## src/rtl/canvas_write_queue_pkg.sv

```systemverilog
// Shared drawing-pipeline constants: colour encoding used by the tools and the
// framebuffer clients.
package canvas_write_queue_pkg;

  localparam int COLOR_WIDTH = 4;

  localparam logic [COLOR_WIDTH-1:0] COLOR_NONE  = 4'd0;
  localparam logic [COLOR_WIDTH-1:0] COLOR_RED   = 4'd1;
  localparam logic [COLOR_WIDTH-1:0] COLOR_GREEN = 4'd2;
  localparam logic [COLOR_WIDTH-1:0] COLOR_BLUE  = 4'd3;
  localparam logic [COLOR_WIDTH-1:0] COLOR_WHITE = 4'd4;

endpackage

```

## src/rtl/canvas_write_queue_pixel_fifo.sv

```systemverilog
// Small synchronous FIFO for queued pixel writes; pointers carry an extra MSB
// so that full and empty can be told apart when the indices match.
module pixel_fifo #(
  parameter int DATA_WIDTH = 16,
  parameter int DEPTH      = 8
) (
  input  logic                  clk,
  input  logic                  reset,
  input  logic                  push,
  input  logic                  pop,
  input  logic [DATA_WIDTH-1:0] din,
  output logic [DATA_WIDTH-1:0] dout,
  output logic                  full,
  output logic                  empty
);

  localparam int PW = $clog2(DEPTH);

  logic [PW:0]           wr_ptr;
  logic [PW:0]           rd_ptr;
  logic [DATA_WIDTH-1:0] mem [DEPTH];
  logic                  do_push;
  logic                  do_pop;

  assign empty = (wr_ptr == rd_ptr);
  assign full  = (wr_ptr[PW] != rd_ptr[PW]) && (wr_ptr[PW-1:0] == rd_ptr[PW-1:0]);
  assign dout  = mem[rd_ptr[PW-1:0]];

  // A pop on the same edge frees the slot, so a full queue may still take a push.
  assign do_pop  = pop && !empty;
  assign do_push = push && (!full || do_pop);

  // Pointer and storage update.
  always_ff @(posedge clk or posedge reset) begin
    if (reset) begin
      wr_ptr <= '0;
      rd_ptr <= '0;
      for (int i = 0; i < DEPTH; i++) begin
        mem[i] <= '0;
      end
    end else begin
      if (do_push) begin
        mem[wr_ptr[PW-1:0]] <= din;
        wr_ptr              <= wr_ptr + 1'b1;
      end
      if (do_pop) begin
        rd_ptr <= rd_ptr + 1'b1;
      end
    end
  end

endmodule

```

## src/rtl/canvas_write_queue.sv

```systemverilog
// Filters and deduplicates a tool's per-cycle pixel stream, queues surviving
// pixels and issues one framebuffer write per granted cycle.
module canvas_write_queue
  import canvas_write_queue_pkg::*;
#(
  parameter int WIDTH  = 640,
  parameter int HEIGHT = 480,
  parameter int DEPTH  = 8
) (
  input  logic                              clk,
  input  logic                              reset,
  input  logic [$clog2(WIDTH)-1:0]          in_x,
  input  logic [$clog2(HEIGHT)-1:0]         in_y,
  input  logic [COLOR_WIDTH-1:0]            in_color,
  input  logic                              grant,
  output logic                              wr_en,
  output logic [$clog2(WIDTH*HEIGHT)-1:0]   wr_addr,
  output logic [COLOR_WIDTH-1:0]            wr_color,
  output logic                              overflow
);

  localparam int XW = $clog2(WIDTH);
  localparam int YW = $clog2(HEIGHT);
  localparam int AW = $clog2(WIDTH*HEIGHT);
  localparam int DW = AW + COLOR_WIDTH;

  logic [XW-1:0]          last_x;
  logic [YW-1:0]          last_y;
  logic [COLOR_WIDTH-1:0] last_color;
  logic                   last_valid;

  logic                   in_range;
  logic                   is_dup;
  logic                   accept;
  logic                   push;
  logic                   pop;
  logic                   full;
  logic                   empty;
  logic [AW-1:0]          addr;
  logic [DW-1:0]          fifo_din;
  logic [DW-1:0]          fifo_dout;

  // Candidate filter: blank colour, then off-canvas (tool wrap), then repeat of last accepted.
  always_comb begin
    in_range = (32'(in_x) < WIDTH) && (32'(in_y) < HEIGHT);
    is_dup   = last_valid && (in_x == last_x) && (in_y == last_y) && (in_color == last_color);
    accept   = 1'b0;
    if (in_color == COLOR_NONE) begin
      accept = 1'b0;
    end else if (!in_range) begin
      accept = 1'b0;
    end else if (is_dup) begin
      accept = 1'b0;
    end else begin
      accept = 1'b1;
    end
    pop      = grant && !empty;
    push     = accept && (!full || pop);
    addr     = AW'(32'(in_y) * WIDTH + 32'(in_x));
    fifo_din = {addr, in_color};
  end

  pixel_fifo #(
    .DATA_WIDTH(DW),
    .DEPTH     (DEPTH)
  ) u_fifo (
    .clk  (clk),
    .reset(reset),
    .push (push),
    .pop  (pop),
    .din  (fifo_din),
    .dout (fifo_dout),
    .full (full),
    .empty(empty)
  );

  // Dedupe tracks accepted pixels, including ones later lost to overflow.
  always_ff @(posedge clk or posedge reset) begin
    if (reset) begin
      last_x     <= '0;
      last_y     <= '0;
      last_color <= COLOR_NONE;
      last_valid <= 1'b0;
      overflow   <= 1'b0;
    end else begin
      if (accept) begin
        last_x     <= in_x;
        last_y     <= in_y;
        last_color <= in_color;
        last_valid <= 1'b1;
      end
      if (accept && full && !pop) begin
        overflow <= 1'b1;
      end
    end
  end

  // Output register: head of queue moves here on a granted pop.
  always_ff @(posedge clk or posedge reset) begin
    if (reset) begin
      wr_en    <= 1'b0;
      wr_addr  <= '0;
      wr_color <= COLOR_NONE;
    end else begin
      wr_en <= pop;
      if (pop) begin
        {wr_addr, wr_color} <= fifo_dout;
      end
    end
  end

endmodule

```

## config.mk

```make
export PLATFORM = sky130hd
export DESIGN_NAME = canvas_write_queue
export DESIGN_NICKNAME = d
export VERILOG_FILES = /design/src/rtl/canvas_write_queue_pkg.sv /design/src/rtl/canvas_write_queue_pixel_fifo.sv /design/src/rtl/canvas_write_queue.sv
export SDC_FILE = /design/constraint.sdc
export NUM_CORES = 1
export LEC_CHECK = 0
export CORE_MARGIN = 2
export CORE_UTILIZATION = 55
export DETAILED_ROUTE_END_ITERATION = 10
export PLACE_DENSITY = 0.75
export SLEW_MARGIN = 5
export SYNTH_ARGS = -nofsm -noshare
export SYNTH_HDL_FRONTEND = slang
export SYNTH_SLANG_ARGS = --single-unit
```

## constraint.sdc

```tcl
create_clock -name clk -period 10.1 [get_ports clk]
set_input_delay 1.01 -clock clk [delete_from_list [all_inputs] [get_ports clk]]
set_output_delay 1.01 -clock clk [all_outputs]
set_load 0.02 [all_outputs]
```

==> flow_metrics.py, run 1 <==
metrics = {
    "synth": {
        "synth_fa_ha_area_share_pct": 2.40,
        "yosys.area.top_type_share_pct": 52.2,
        "yosysWarningCount": 0,
        "syn-instance-count": 801,
        "synth_top_family_by_area": "multiplexers",
        "synth_mux_area_share_pct": 30.6,
        "synth_top_cell_by_area": "dfrtp_1",
        "synth_nets": 848,
        "synth_compound_area_share_pct": 3.30,
        "ys_ff_latch": 241,
        "synth_area_per_cell_um2": 14.4,
        "synth_edf_count": 0,
        "synthesis.area_um2": 11600,
        "ys_seq_area_share_pct": 52.2,
        "synthSimpleGateAreaFrac_pct": 4.67,
        "yosys.area_share.xor_xnor_pct": 3.47,
        "ys_top_cells_by_area": "dfrtp_1, mux2_2, mux4_2",
        "yosys.cell_types.count": 55,
        "synth_ff_type": "dfrtp_1",
        "async_reset_ff_share_pct": 100,
    },
    "setup_path": {
        "critPathMaxFanout": 25,
        "slowest_delay_ns": 1.12,
        "worst-path-buf-inv": 1,
        "ff2ff_setup_slack_ns": 6.67,
        "worstReg2RegStart": "last_x[7]",
        "cp-start-kind": "primary input",
        "critPathSlowestCell": "nand2b_1",
        "critical_path_depth": 7,
        "crit_type": "in -> reg",
        "path_delay_family": "simple AND/OR/NAND/NOR gates",
        "critPathArrivalTime_ns": 4.59,
        "worstPathRequired_ns": 10.50,
        "rr_worst_depth": 6,
        "cp-end-kind": "register",
        "timing.rr.end": "last_color[1]",
        "crit_chain": "clkdlybuf4s50_1 -> xnor2_1 -> nand4_1 -> nor4_1 -> nand3_1 -> nand2b_1 -> mux2_2",
    },
    "clock_network": {
        "postCtsSetupBuffers": 0,
        "clkTransAtPathRegs_ns": 0.06,
        "cts_tree": "done",
        "hold_buffers": 0,
        "cts_buffers": 25,
        "ctsResizeCount": 0,
        "worstSkewPairLatency_ns": 0.52,
        "clock-sinks": 241,
        "clockRootBuffer": "clkbuf_16",
        "cts_buffer_depth": 3,
        "h-tree-depth": 1,
    },
    "global_routing": {
        "antenna_found_initial": 0,
        "grt_overflow": 0,
        "grt_pass1_wl_mm": 39.2,
        "grt_max_degree": 118,
        "grt_pass1_vias": 7175,
        "grt_usage_pct": 22.8,
    },
    "pwr": {
        "p_clk_share_pct": 21.7,
        "power.internal_mw": 2.83,
        "leakage_nw": 5.51,
        "power.share.combinational_pct": 37.8,
        "power.net_switching_mw": 1.32,
        "p_seq_share_pct": 40.6,
        "swShare_pct": 31.7,
        "powerDensity_nw_per_um2": 321,
        "vdd_ir_drop_max_mv": 0.156,
    },
    "final_layout": {
        "nFillCells": 1570,
        "fin_nets": 877,
        "fin_util_pct": 62.2,
        "area_growth_pct": 12.0,
        "antenna_cells": 0,
        "drive_above_1_share_pct": 34.7,
    },
    "detailed_routing": {
        "num_vias": 6655,
        "first_iter_violations": 345,
        "wl_per_cell_um": 21.4,
        "drc": 0,
        "drtAntennaViolNets": 0,
        "wl_met3_um": 926,
        "wl_mm": 24.0,
        "top_layer_used": "met4",
        "route.met2.wl_mm": 11.6,
        "met1_length_mm": 11.0,
        "dr.pass1.iters": 4,
        "via_per_inst": 5.93,
    },
    "sta": {
        "worst_slew_pin_slew_ns": 1.13,
        "hold_ws_ns": 0.475,
        "clock_skew_ns": 0.0113,
        "finalHoldViolCount": 0,
        "setup_violations": 0,
        "period_needed_ns": 4.19,
        "fmax_mhz": 239,
        "rsz0062_at_grt": "no",
        "maxSlewViolCount": 0,
        "finalCritPeriodShare_pct": 41.5,
        "max_slew_margin_pct": 24.8,
        "fin_tns_setup_ns": 0,
    },
    "outcome": {
        "status": "complete, no violations",
    },
    "placement": {
        "place_congestion": 0.805,
        "dp_hpwl_mm": 15.1,
        "port-buffer-count": 50,
    },
    "min_path": {
        "hold_path_depth": 2,
        "hold_end": "wr_addr[16]",
        "hp-class": "reg -> reg",
        "min_from": "wr_addr[16]",
    },
    "floorplanning": {
        "die_h_um": 149,
        "chipWidth_um": 149,
        "initial_core_util_pct": 55.5,
        "io_pins": 51,
        "core_area_um2": 20800,
        "dieArea_um2": 22200,
        "num_rows": 53,
    },
    "run": {
        "max_cap_violations": 0,
    },
}
## routing by layer
metal  vias up  global-route usage (%)
li1       2981                       -
met4         0                    5.95
met2       111                    36.9
met5         -                       0
met1      3524                    32.9
met3        39                    3.18
## area by class of cell
class	count	area (um2)	share of cell area (%)
clock buffer	34	699	5.40
tap	275	344	2.66
clock inverter	10	100	0.773
multi-input combinational	487	5140	39.7
sequential	241	6030	46.6
inverter	18	75.1	0.580
timing repair buffer	57	553	4.27
## placed cells by master (no fill, tap or decap), types with 2 or more instances in the layout
| master | synthesis | routed |
|---|---|---|
| a211oi_2 | 2 | 2 |
| a21o_1 | 2 | 2 |
| a21oi_1 | 8 | 8 |
| a31oi_1 | 5 | 5 |
| buf_4 | 14 | 7 |
| bufinv_16 | 0 | 2 |
| clkbuf_1 | 14 | 5 |
| clkbuf_16 | 0 | 25 |
| clkbuf_8 | 0 | 4 |
| clkdlybuf4s50_1 | 0 | 50 |
| clkinv_2 | 0 | 8 |
| dfrtp_1 | 241 | 239 |
| dfrtp_2 | 0 | 2 |
| fa_1 | 2 | 2 |
| ha_1 | 19 | 19 |
| inv_1 | 17 | 16 |
| mux2_1 | 16 | 16 |
| mux2_2 | 176 | 176 |
| mux2i_1 | 34 | 34 |
| mux4_2 | 46 | 46 |
| nand2_1 | 33 | 33 |
| nand2_2 | 5 | 5 |
| nand2b_1 | 5 | 5 |
| nand3_1 | 3 | 3 |
| nand3_2 | 2 | 2 |
| nand4_1 | 8 | 8 |
| nor2_1 | 10 | 10 |
| nor3_1 | 5 | 5 |
| nor4_1 | 4 | 4 |
| nor4_2 | 2 | 2 |
| nor4b_4 | 2 | 2 |
| o2111ai_1 | 3 | 3 |
| o21a_1 | 2 | 2 |
| o21ai_0 | 29 | 29 |
| o21ba_2 | 2 | 2 |
| xnor2_1 | 32 | 32 |
| xor2_1 | 10 | 10 |
## power by group through the flow
stage               clock network (mW)  logic, mW  registers [mW]
global placement                     0       1.52            1.65
CTS                              0.915       1.58            1.68
finish                           0.900       1.57            1.68
floorplan                            0       1.22            1.63
detailed placement                   0       1.58            1.70
global route                     0.954       1.70            1.74
## worst register-to-register path: cells and delay by family (launching register included)
kind             cells  cell delay, ns
AND/OR/NAND/NOR      4            2.26
multiplexers         1            0.44
flip-flops           1            0.39
XOR/XNOR             1            0.23
## synth_stat cells (all sizes together), types with 4 or more instances
| library cell | number |
|---|---|
| buf | 41 |
| nand3 | 5 |
| mux4 | 46 |
| a31oi | 5 |
| nand2 | 38 |
| nor3 | 7 |
| mux2i | 34 |
| xor2 | 11 |
| mux2 | 192 |
| a21oi | 8 |
| xnor2 | 33 |
| nor2 | 10 |
| nor4b | 4 |
| nor4 | 6 |
| nand4 | 8 |
| nand2b | 5 |
| o21ai | 30 |
| clkbuf | 14 |
| ha | 19 |
| inv | 18 |
| dfrtp | 241 |
## stage by stage
step           cells  total power, mW  setup WS (ns)  instance area (um2)
3_3_place_gp    1078             3.16           5.57                12100
3_5_place_dp    1078             3.28           5.38                12100
2_1_floorplan    801             2.85           2.47                11600
5_1_grt         1122             4.39           5.58                12900
6_report        1122             4.15           5.91                12900
4_1_cts         1122             4.18           5.91                12900
## worst max path at each step
| stage | from | endpoint | slack (ns) |
|---|---|---|---|
| 2_1_floorplan | reset | last_color[0] | 2.47 |
| 3_3_place_gp | in_color[2] | last_y[0] | 5.57 |
| 3_5_place_dp | in_x[3] | last_color[1] | 5.38 |
| 4_1_cts | in_x[3] | last_y[0] | 5.91 |
| 5_1_grt | in_x[3] | last_x[4] | 5.58 |
| 6_report | in_x[3] | last_color[1] | 5.91 |
## flip-flops by register name, indices dropped and copies added, names as in the netlist, 4 cells and up
name / count
u_fifo.mem: 184
u_fifo.rd_ptr: 4
wr_color: 4
last_y: 9
last_x: 10
last_color: 4
u_fifo.wr_ptr: 4
wr_addr: 19
## kinds of logic after synthesis
logic type               count (synthesis)
AND/OR/NAND/NOR                         90
XOR/XNOR                                44
flip-flops                             241
buffers and inverters                   73
AO/OA/AOI/OAI                           60
adder cells (fa/ha/maj)                 21
multiplexers                           272
(Power assumes the default switching activity.)
==> run 2, diff against run 1 <==
==> constraint.sdc (replaced) <==
create_clock -name clk -period 3.95 [get_ports clk]
set_input_delay 0.395 -clock clk [delete_from_list [all_inputs] [get_ports clk]]
set_output_delay 0.395 -clock clk [all_outputs]
set_load 0.02 [all_outputs]
==> run 2 against run 1 <==
  * Sequential share of layout area decreased by 1.1 points
  * Count of clock-buffer cells in the layout increased by 2
  * Critical path depth is 3 higher
  * Setup slack got worse by 5.1 ns
  * Clock skew up 0.0069 ns
  * Worst hold slack worse by 0.13 ns
  * Non-clock buffer count increased by 17
  * Die area unchanged
==> flow_metrics.py, run 2 (same netlist as run 1, synthesis figures left out) <==
metrics = {
    "clock_network": {
        "postCtsSetupBuffers": 0,
        "worstSkewPairLatency_ns": 0.53,
        "hold_buffers": 0,
        "clock-sinks": 241,
        "cts_tree": "done",
        "clockRootBuffer": "clkbuf_16",
        "cts_buffers": 26,
        "h-tree-depth": 1,
        "ctsResizeCount": 0,
        "cts_buffer_depth": 3,
        "clkTransAtPathRegs_ns": 0.06,
    },
    "sta": {
        "finalHoldViolCount": 0,
        "finalCritPeriodShare_pct": 79.2,
        "fin_ws_ns": 0.823,
        "max_slew_margin_pct": 39.3,
        "clock_skew_ns": 0.0182,
        "setup_violations": 0,
        "period_needed_ns": 3.13,
        "fin_tns_setup_ns": 0,
        "maxSlewViolCount": 0,
        "hold_ws_ns": 0.349,
        "rsz0062_at_grt": "no",
        "fmax_mhz": 320,
        "worst_slew_pin_slew_ns": 0.910,
    },
    "final_layout": {
        "nFillCells": 1501,
        "reg.largest.list": "u_fifo.mem x184, wr_addr x19, last_x x10",
        "drive_above_1_share_pct": 35.9,
        "area_growth_pct": 14.7,
        "antenna_cells": 0,
        "seq_area_um2": 6030,
        "largest_register_ffs": 184,
        "final_common_cell": "dfrtp_1",
        "fin_util_pct": 63.6,
        "final_cell_mix": "dfrtp_1, mux2_2, clkdlybuf4s50_1",
        "regMostFlops": "u_fifo.mem",
        "multi_input_area_um2": 5140,
        "fin_nets": 895,
        "final_cell_area_um2": 13200,
    },
    "floorplanning": {
        "num_rows": 53,
        "initial_core_util_pct": 55.5,
        "dieArea_um2": 22200,
        "io_pins": 51,
        "chipWidth_um": 149,
        "core_area_um2": 20800,
        "die_h_um": 149,
    },
    "placement": {
        "port-buffer-count": 50,
        "post-place-ws_ns": 0.300,
        "dpl_cell_area_um2": 12400,
        "place_congestion": 0.905,
        "dp_hpwl_mm": 16.0,
    },
    "setup_path": {
        "critPathSlowestCell": "xnor2_1",
        "cp-start-kind": "primary input",
        "critPathArrivalTime_ns": 3.58,
        "worst-path-buf-inv": 1,
        "cp-end-kind": "register",
        "slowest_delay_ns": 0.52,
        "crit_chain": "clkdlybuf4s50_1 -> ha_1 -> ha_1 -> fa_1 -> xor2_1 -> o2111ai_1 -> nor3_1 -> nand2_1 -> xnor2_1 -> mux2_2",
        "path_delay_family": "adder cells",
        "worstPathRequired_ns": 4.40,
        "crit_top_cell": "ha_1",
        "crit_type": "in -> reg",
        "critPathMaxFanout": 8,
    },
    "pwr": {
        "leakage_nw": 5.65,
        "powerDensity_nw_per_um2": 829,
        "vdd_ir_drop_max_mv": 0.427,
    },
    "detailed_routing": {
        "via_per_inst": 5.91,
        "drtAntennaViolNets": 0,
        "num_vias": 6748,
        "wl_per_cell_um": 21.7,
        "dr.pass1.iters": 4,
        "drc": 0,
        "wl_mm": 24.8,
        "first_iter_violations": 362,
    },
    "global_routing": {
        "grt_max_degree": 152,
        "grt_usage_pct": 23.3,
        "grt_overflow": 0,
        "antenna_found_initial": 0,
        "grt_pass1_vias": 7368,
        "grt_pass1_wl_mm": 40.3,
    },
    "min_path": {
        "hp-class": "in -> async",
    },
    "outcome": {
        "status": "complete, no violations",
    },
    "run": {
        "max_cap_violations": 0,
    },
}
## run 2: cell count changes in the layout (fill, tap and decap cells not counted)
cell	previous run	this run
clkbuf_1	5	7
clkbuf_8	4	2
clkinvlp_4	0	2
buf_4	7	16
clkbuf_16	25	27
clkinv_2	8	5
bufinv_16	2	4
buf_12	0	8
inv_8	1	0
## run 2: routing by layer
| layer | global-route usage [%] | wire [um] | vias to the layer above | share of wire (%) |
|---|---|---|---|---|
| li1 | - | - | 3006 | - |
| met1 | 32.9 | 11200 | 3609 | 45 |
| met2 | 38.7 | 12500 | 102 | 50 |
| met3 | 2.91 | 714 | 31 | 2.9 |
| met4 | 5.95 | 456 | 0 | 1.8 |
| met5 | 0 | 0 | - | 0 |
## run 2: worst paths after layout
check | slack, ns | to | from | cells past startpoint
worst min-delay path | 0.35 | wr_color[0] | reset | 3
worst max-delay path | 0.82 | u_fifo.mem[134] | in_y[1] | 10
worst min register to register | 0.47 | last_valid | last_valid | 1
min in group clk | 0.47 | last_valid | last_valid | 1
max in group asynchronous | 2.78 | u_fifo.mem[114] | reset | 3
worst max register to register | 1.25 | u_fifo.mem[133] | u_fifo.wr_ptr[0] | 7
## run 2: report_power, final
part / leakage [nW] / switching [mW] / internal [mW]
clock network: 0.432 / 0.967 / 1.55
registers: 2.89 / 0.629 / 3.63
logic: 2.33 / 1.88 / 2.33
## run 2: per-stage QoR
stage / total power [mW] / cells
after global routing: 11.6 / 1141
after global placement: 8.23 / 1095
final: 11.0 / 1141
after CTS: 11.1 / 1141
after detailed placement: 8.53 / 1095
after floorplan: 7.29 / 801
## run 2: final cells by class
type / instances / share of cell area [%]
flip-flops and latches: 241 / 45.5
multi-input cells: 487 / 38.8
repair buffers: 74 / 5.89
clock buffers: 36 / 5.51
well taps: 275 / 2.60
clock inverters: 10 / 1.15
inverters: 18 / 0.538
## run 2: worst register-to-register path: stages (launching register included)
cell and delay [ns]:
dfrtp_1 0.53, xnor2_1 0.29, nand3_1 0.15, nor3_4 0.50
nor4_2 0.16, nand2_2 0.37, buf_12 0.21, mux2_2 0.35
==> RTL edit 1, RTL diff (config.mk and constraints of run 2) <==
Change the package constant `COLOR_WIDTH` from 4 to 5.
--- a/src/rtl/canvas_write_queue_pkg.sv
+++ b/src/rtl/canvas_write_queue_pkg.sv
@@ -2,7 +2,7 @@
 // framebuffer clients.
 package canvas_write_queue_pkg;
 
-  localparam int COLOR_WIDTH = 4;
+  localparam int COLOR_WIDTH = 5;
 
   localparam logic [COLOR_WIDTH-1:0] COLOR_NONE  = 4'd0;
   localparam logic [COLOR_WIDTH-1:0] COLOR_RED   = 4'd1;
Interface: changed (resized in_color and wr_color); port bits go from 51 to 53. No check against the original RTL was run, so the function may have changed too.
==> RTL edit 1 against run 2 <==
Register-to-register slack lost 0.13 ns. Total power up 1.8%. Final area is 2.3% higher. Worst setup slack lost 0.14 ns. Sequential cell count up 10. Wire length rose by 3.2%. Sequential power is 4% higher. Synthesized area is 4.5% higher. Synthesized cell count grew 1.2%. Maximum frequency shrank 4.2%. Critical path depth is 1 higher. Highest routed layer unchanged.
==> RTL edit 1: results (changes against run 2) <==
\begin{tabular}{lr}
\hline
Metric & Value \\
\hline
\multicolumn{2}{l}{\textbf{GRT}} \\
Fraction of met3 tracks used by global routing & 0.0294 (+0.000326) \\
Met2 capacity usage during global routing & 0.402 (+0.0147) \\
Total global routing track utilization & 0.229 (-0.00413) \\
Number of global-route vias before repair & 7686 (+4.3\%) \\
Global routing met1 resource utilization & 0.301 (-0.0283) \\
\multicolumn{2}{l}{\textbf{Layout}} \\
Number of inserted filler cells in the final layout & 1575 (+4.9\%) \\
Total of clock buffers placed in the layout & 38 (+5.6\%) \\
Layout Nets & 899 (+0.45\%) \\
Relative area of clock buffers and inverters in the final design & 0.0614 (-0.00521) \\
Multi-input logic cell count & 490 (+0.62\%) \\
Summed area of non-filler cells in the final layout & 13600 sq um (+2.3\%) \\
Share of post-route cells with drive strength above 1 & 0.345 (-0.0143) \\
\multicolumn{2}{l}{\textbf{Synthesis}} \\
Cells after Synth & 811 (+1.2\%) \\
Total of flip-flops plus latches after synthesis & 251 (+4.1\%) \\
\multicolumn{2}{l}{\textbf{Status}} \\
Result of the run & finished clean \\
\multicolumn{2}{l}{\textbf{Route}} \\
Via density & 5.90 (-0.20\%) \\
WL met1 & 10900 microns (-2.3\%) \\
Total number of vias & 6770 (+0.33\%) \\
Violation count after the first detailed-routing iteration & 299 (-17\%) \\
\multicolumn{2}{l}{\textbf{Timing}} \\
Normalized max-slew margin & 0.326 (-0.0672) \\
Final hold slack & 0.448 ns (+0.0984 ns) \\
\multicolumn{2}{l}{\textbf{Power and ir drop}} \\
Leakage & 6.01 nW (+6.3\%) \\
Worst supply voltage drop on vdd & 0.000452 V (+6.0\%) \\
\multicolumn{2}{l}{\textbf{Placed design}} \\
Number of instances in the placed design & 1103 (+0.73\%) \\
Post-place instance area & 12700 sq um (+2.9\%) \\
\multicolumn{2}{l}{\textbf{Worst setup path}} \\
Arrival @ worst endpoint & 3.72 ns (+0.14 ns) \\
\hline
\end{tabular}
[RTL edit 1: report_power, final]
part           switching [mW]  internal [mW]
sequential              0.668           3.77
clock                   0.960           1.42
combinational            1.90           2.46
[RTL edit 1: worst max-delay path: stages]
cell                              delay, ns
sky130_fd_sc_hd__clkdlybuf4s50_1       0.49
sky130_fd_sc_hd__ha_1                  0.33
sky130_fd_sc_hd__ha_1                  0.24
sky130_fd_sc_hd__fa_1                  0.40
sky130_fd_sc_hd__a211oi_1              0.34
sky130_fd_sc_hd__o21bai_1              0.12
sky130_fd_sc_hd__a21oi_1               0.35
sky130_fd_sc_hd__xnor2_1               0.21
sky130_fd_sc_hd__nand3b_1              0.12
sky130_fd_sc_hd__xnor2_1               0.45
sky130_fd_sc_hd__mux2_2                0.26
[RTL edit 1: cells by family after synthesis]
family / Yosys count
AOI/OAI and AO/OA: 49
xor gates and xnor gates: 48
adders and majority gates: 21
buffers and inverters: 70
DFF: 251
muxes: 288
and+or+nand+nor: 84
==> RTL edit 2, RTL diff (flow settings as in run 2) <==
Made on the original files. Register the output `overflow` once more, with the module's reset; this adds one clock of latency there. The other outputs are not delayed to match.
--- a/src/rtl/canvas_write_queue.sv
+++ b/src/rtl/canvas_write_queue.sv
@@ -23,6 +23,8 @@
   localparam int YW = $clog2(HEIGHT);
   localparam int AW = $clog2(WIDTH*HEIGHT);
   localparam int DW = AW + COLOR_WIDTH;
+
+  logic overflow_s0;
 
   logic [XW-1:0]          last_x;
   logic [YW-1:0]          last_y;
@@ -81,7 +83,7 @@
       last_y     <= '0;
       last_color <= COLOR_NONE;
       last_valid <= 1'b0;
-      overflow   <= 1'b0;
+      overflow_s0 <= 1'b0;
     end else begin
       if (accept) begin
         last_x     <= in_x;
@@ -90,7 +92,7 @@
         last_valid <= 1'b1;
       end
       if (accept && full && !pop) begin
-        overflow <= 1'b1;
+        overflow_s0 <= 1'b1;
       end
     end
   end
@@ -109,5 +111,13 @@
     end
   end
 
+  always_ff @(posedge clk or posedge reset) begin
+    if (reset) begin
+      overflow <= '0;
+    end else begin
+      overflow <= overflow_s0;
+    end
+  end
+
 endmodule
 
Check against the original RTL: no difference found for any inputs over 4 cycles, from zero or initial values and one cycle with reset high; that may be too few to reach the edited logic, so the function may still have changed.
==> RTL edit 2 against run 2 <==
Final area up 0.98%. Worst setup slack worse by 0.081 ns. Highest routed layer unchanged. Critical endpoint is now u_fifo.mem[180]. Combinational power about the same. Register-to-register slack better by 0.02 ns. Sequential cell count up 1. Wire length down 0.80%. Synthesized area up 0.22%. Largest cell class unchanged. Total power up 0.86%. Sequential share of layout area down 0.26 points.
==> RTL edit 2: results (changes against run 2) <==
\begin{tabular}{lr}
\hline
Metric & Value \\
\hline
\multicolumn{2}{l}{\textbf{Status}} \\
Result of the run & finished clean \\
\multicolumn{2}{l}{\textbf{Layout}} \\
Number of signal-net buffers in the layout & 81 (+9.5\%) \\
Sequential cell area in the final layout & 6060 sq um (+0.41\%) \\
Layout Nets & 904 (+1.0\%) \\
Total of clock buffers placed in the layout & 42 (+17\%) \\
Non-clock buffers, area share & 0.0623 (+0.00335) \\
Share of post-route cells with drive strength above 1 & 0.364 (+0.00503) \\
\multicolumn{2}{l}{\textbf{GRT}} \\
Total global routing track utilization & 0.231 (-0.00122) \\
Global routing met1 resource utilization & 0.329 (about the same) \\
Largest net degree at the start of global routing & 92 (-39\%) \\
Number of global-route vias before repair & 7344 (-0.33\%) \\
Fraction of met3 tracks used by global routing & 0.0300 (+0.000917) \\
Global-route wire length before repair & 40200 microns (-0.12\%) \\
Met2 capacity usage during global routing & 0.388 (+0.000922) \\
\multicolumn{2}{l}{\textbf{Placed design}} \\
Post-place instance area & 12400 sq um (+0.63\%) \\
Weighted congestion at the end of routability-driven global placement & 0.849 (-6.2\%) \\
Half-perimeter wire length after placement & 16200 microns (+1.3\%) \\
\multicolumn{2}{l}{\textbf{Synthesis}} \\
Most frequent cells after synthesis & sky130\_fd\_sc\_hd\_\_dfrtp\_1, sky130\_fd\_sc\_hd\_\_mux2\_2, sky130\_fd\_sc\_hd\_\_mux4\_2 \\
Sequential area share after synthesis & 0.523 (+0.00103) \\
Synth area leaders & sky130\_fd\_sc\_hd\_\_dfrtp\_1, sky130\_fd\_sc\_hd\_\_mux2\_2, sky130\_fd\_sc\_hd\_\_mux4\_2 \\
Cells after Synth & 802 (+0.12\%) \\
Total of flip-flops plus latches after synthesis & 242 (+0.41\%) \\
\multicolumn{2}{l}{\textbf{Power and ir drop}} \\
Leakage & 5.72 nW (+1.2\%) \\
Power Clock & 2.62 mW (+4\%) \\
Power in combinational cells & 4.20 mW (about the same) \\
\multicolumn{2}{l}{\textbf{Worst setup path}} \\
Max stage delay cell, worst path & sky130\_fd\_sc\_hd\_\_clkdlybuf4s50\_1 \\
\multicolumn{2}{l}{\textbf{Route}} \\
Total number of vias & 6811 (+0.93\%) \\
Met2 layer wire length in the routed design & 12000 microns (-3.5\%) \\
Violation count after the first detailed-routing iteration & 273 (-25\%) \\
\multicolumn{2}{l}{\textbf{Timing}} \\
Post-Route Skew & 0.0150 ns (-0.00317 ns) \\
\hline
\end{tabular}
-- RTL edit 2: logic make-up (layout without fill, tap and decap cells) --
| logic type | Yosys count | in the layout | share of synthesized area |
|---|---|---|---|
| flops | 242 | 242 | 0.523 |
| fa+ha+maj | 21 | 21 | 0.0240 |
| xor+xnor | 44 | 44 | 0.0346 |
| mux | 272 | 272 | 0.306 |
| compound gates | 60 | 60 | 0.0330 |
| simple gates | 90 | 90 | 0.0466 |
| buf+inv | 73 | 147 | 0.0333 |
-- RTL edit 2: worst paths after layout --
check                      slack [ns]        startpoint  cells past startpoint               to
max                              0.74           in_y[1]                     10  u_fifo.mem[180]
min                              0.39       overflow_s0                      0         overflow
max reg2reg                      1.27  u_fifo.wr_ptr[0]                      7   u_fifo.mem[40]
min reg2reg                      0.39       overflow_s0                      0         overflow
max in group asynchronous        2.56             reset                      3        last_x[4]
min in group asynchronous        0.43             reset                      2    u_fifo.mem[1]
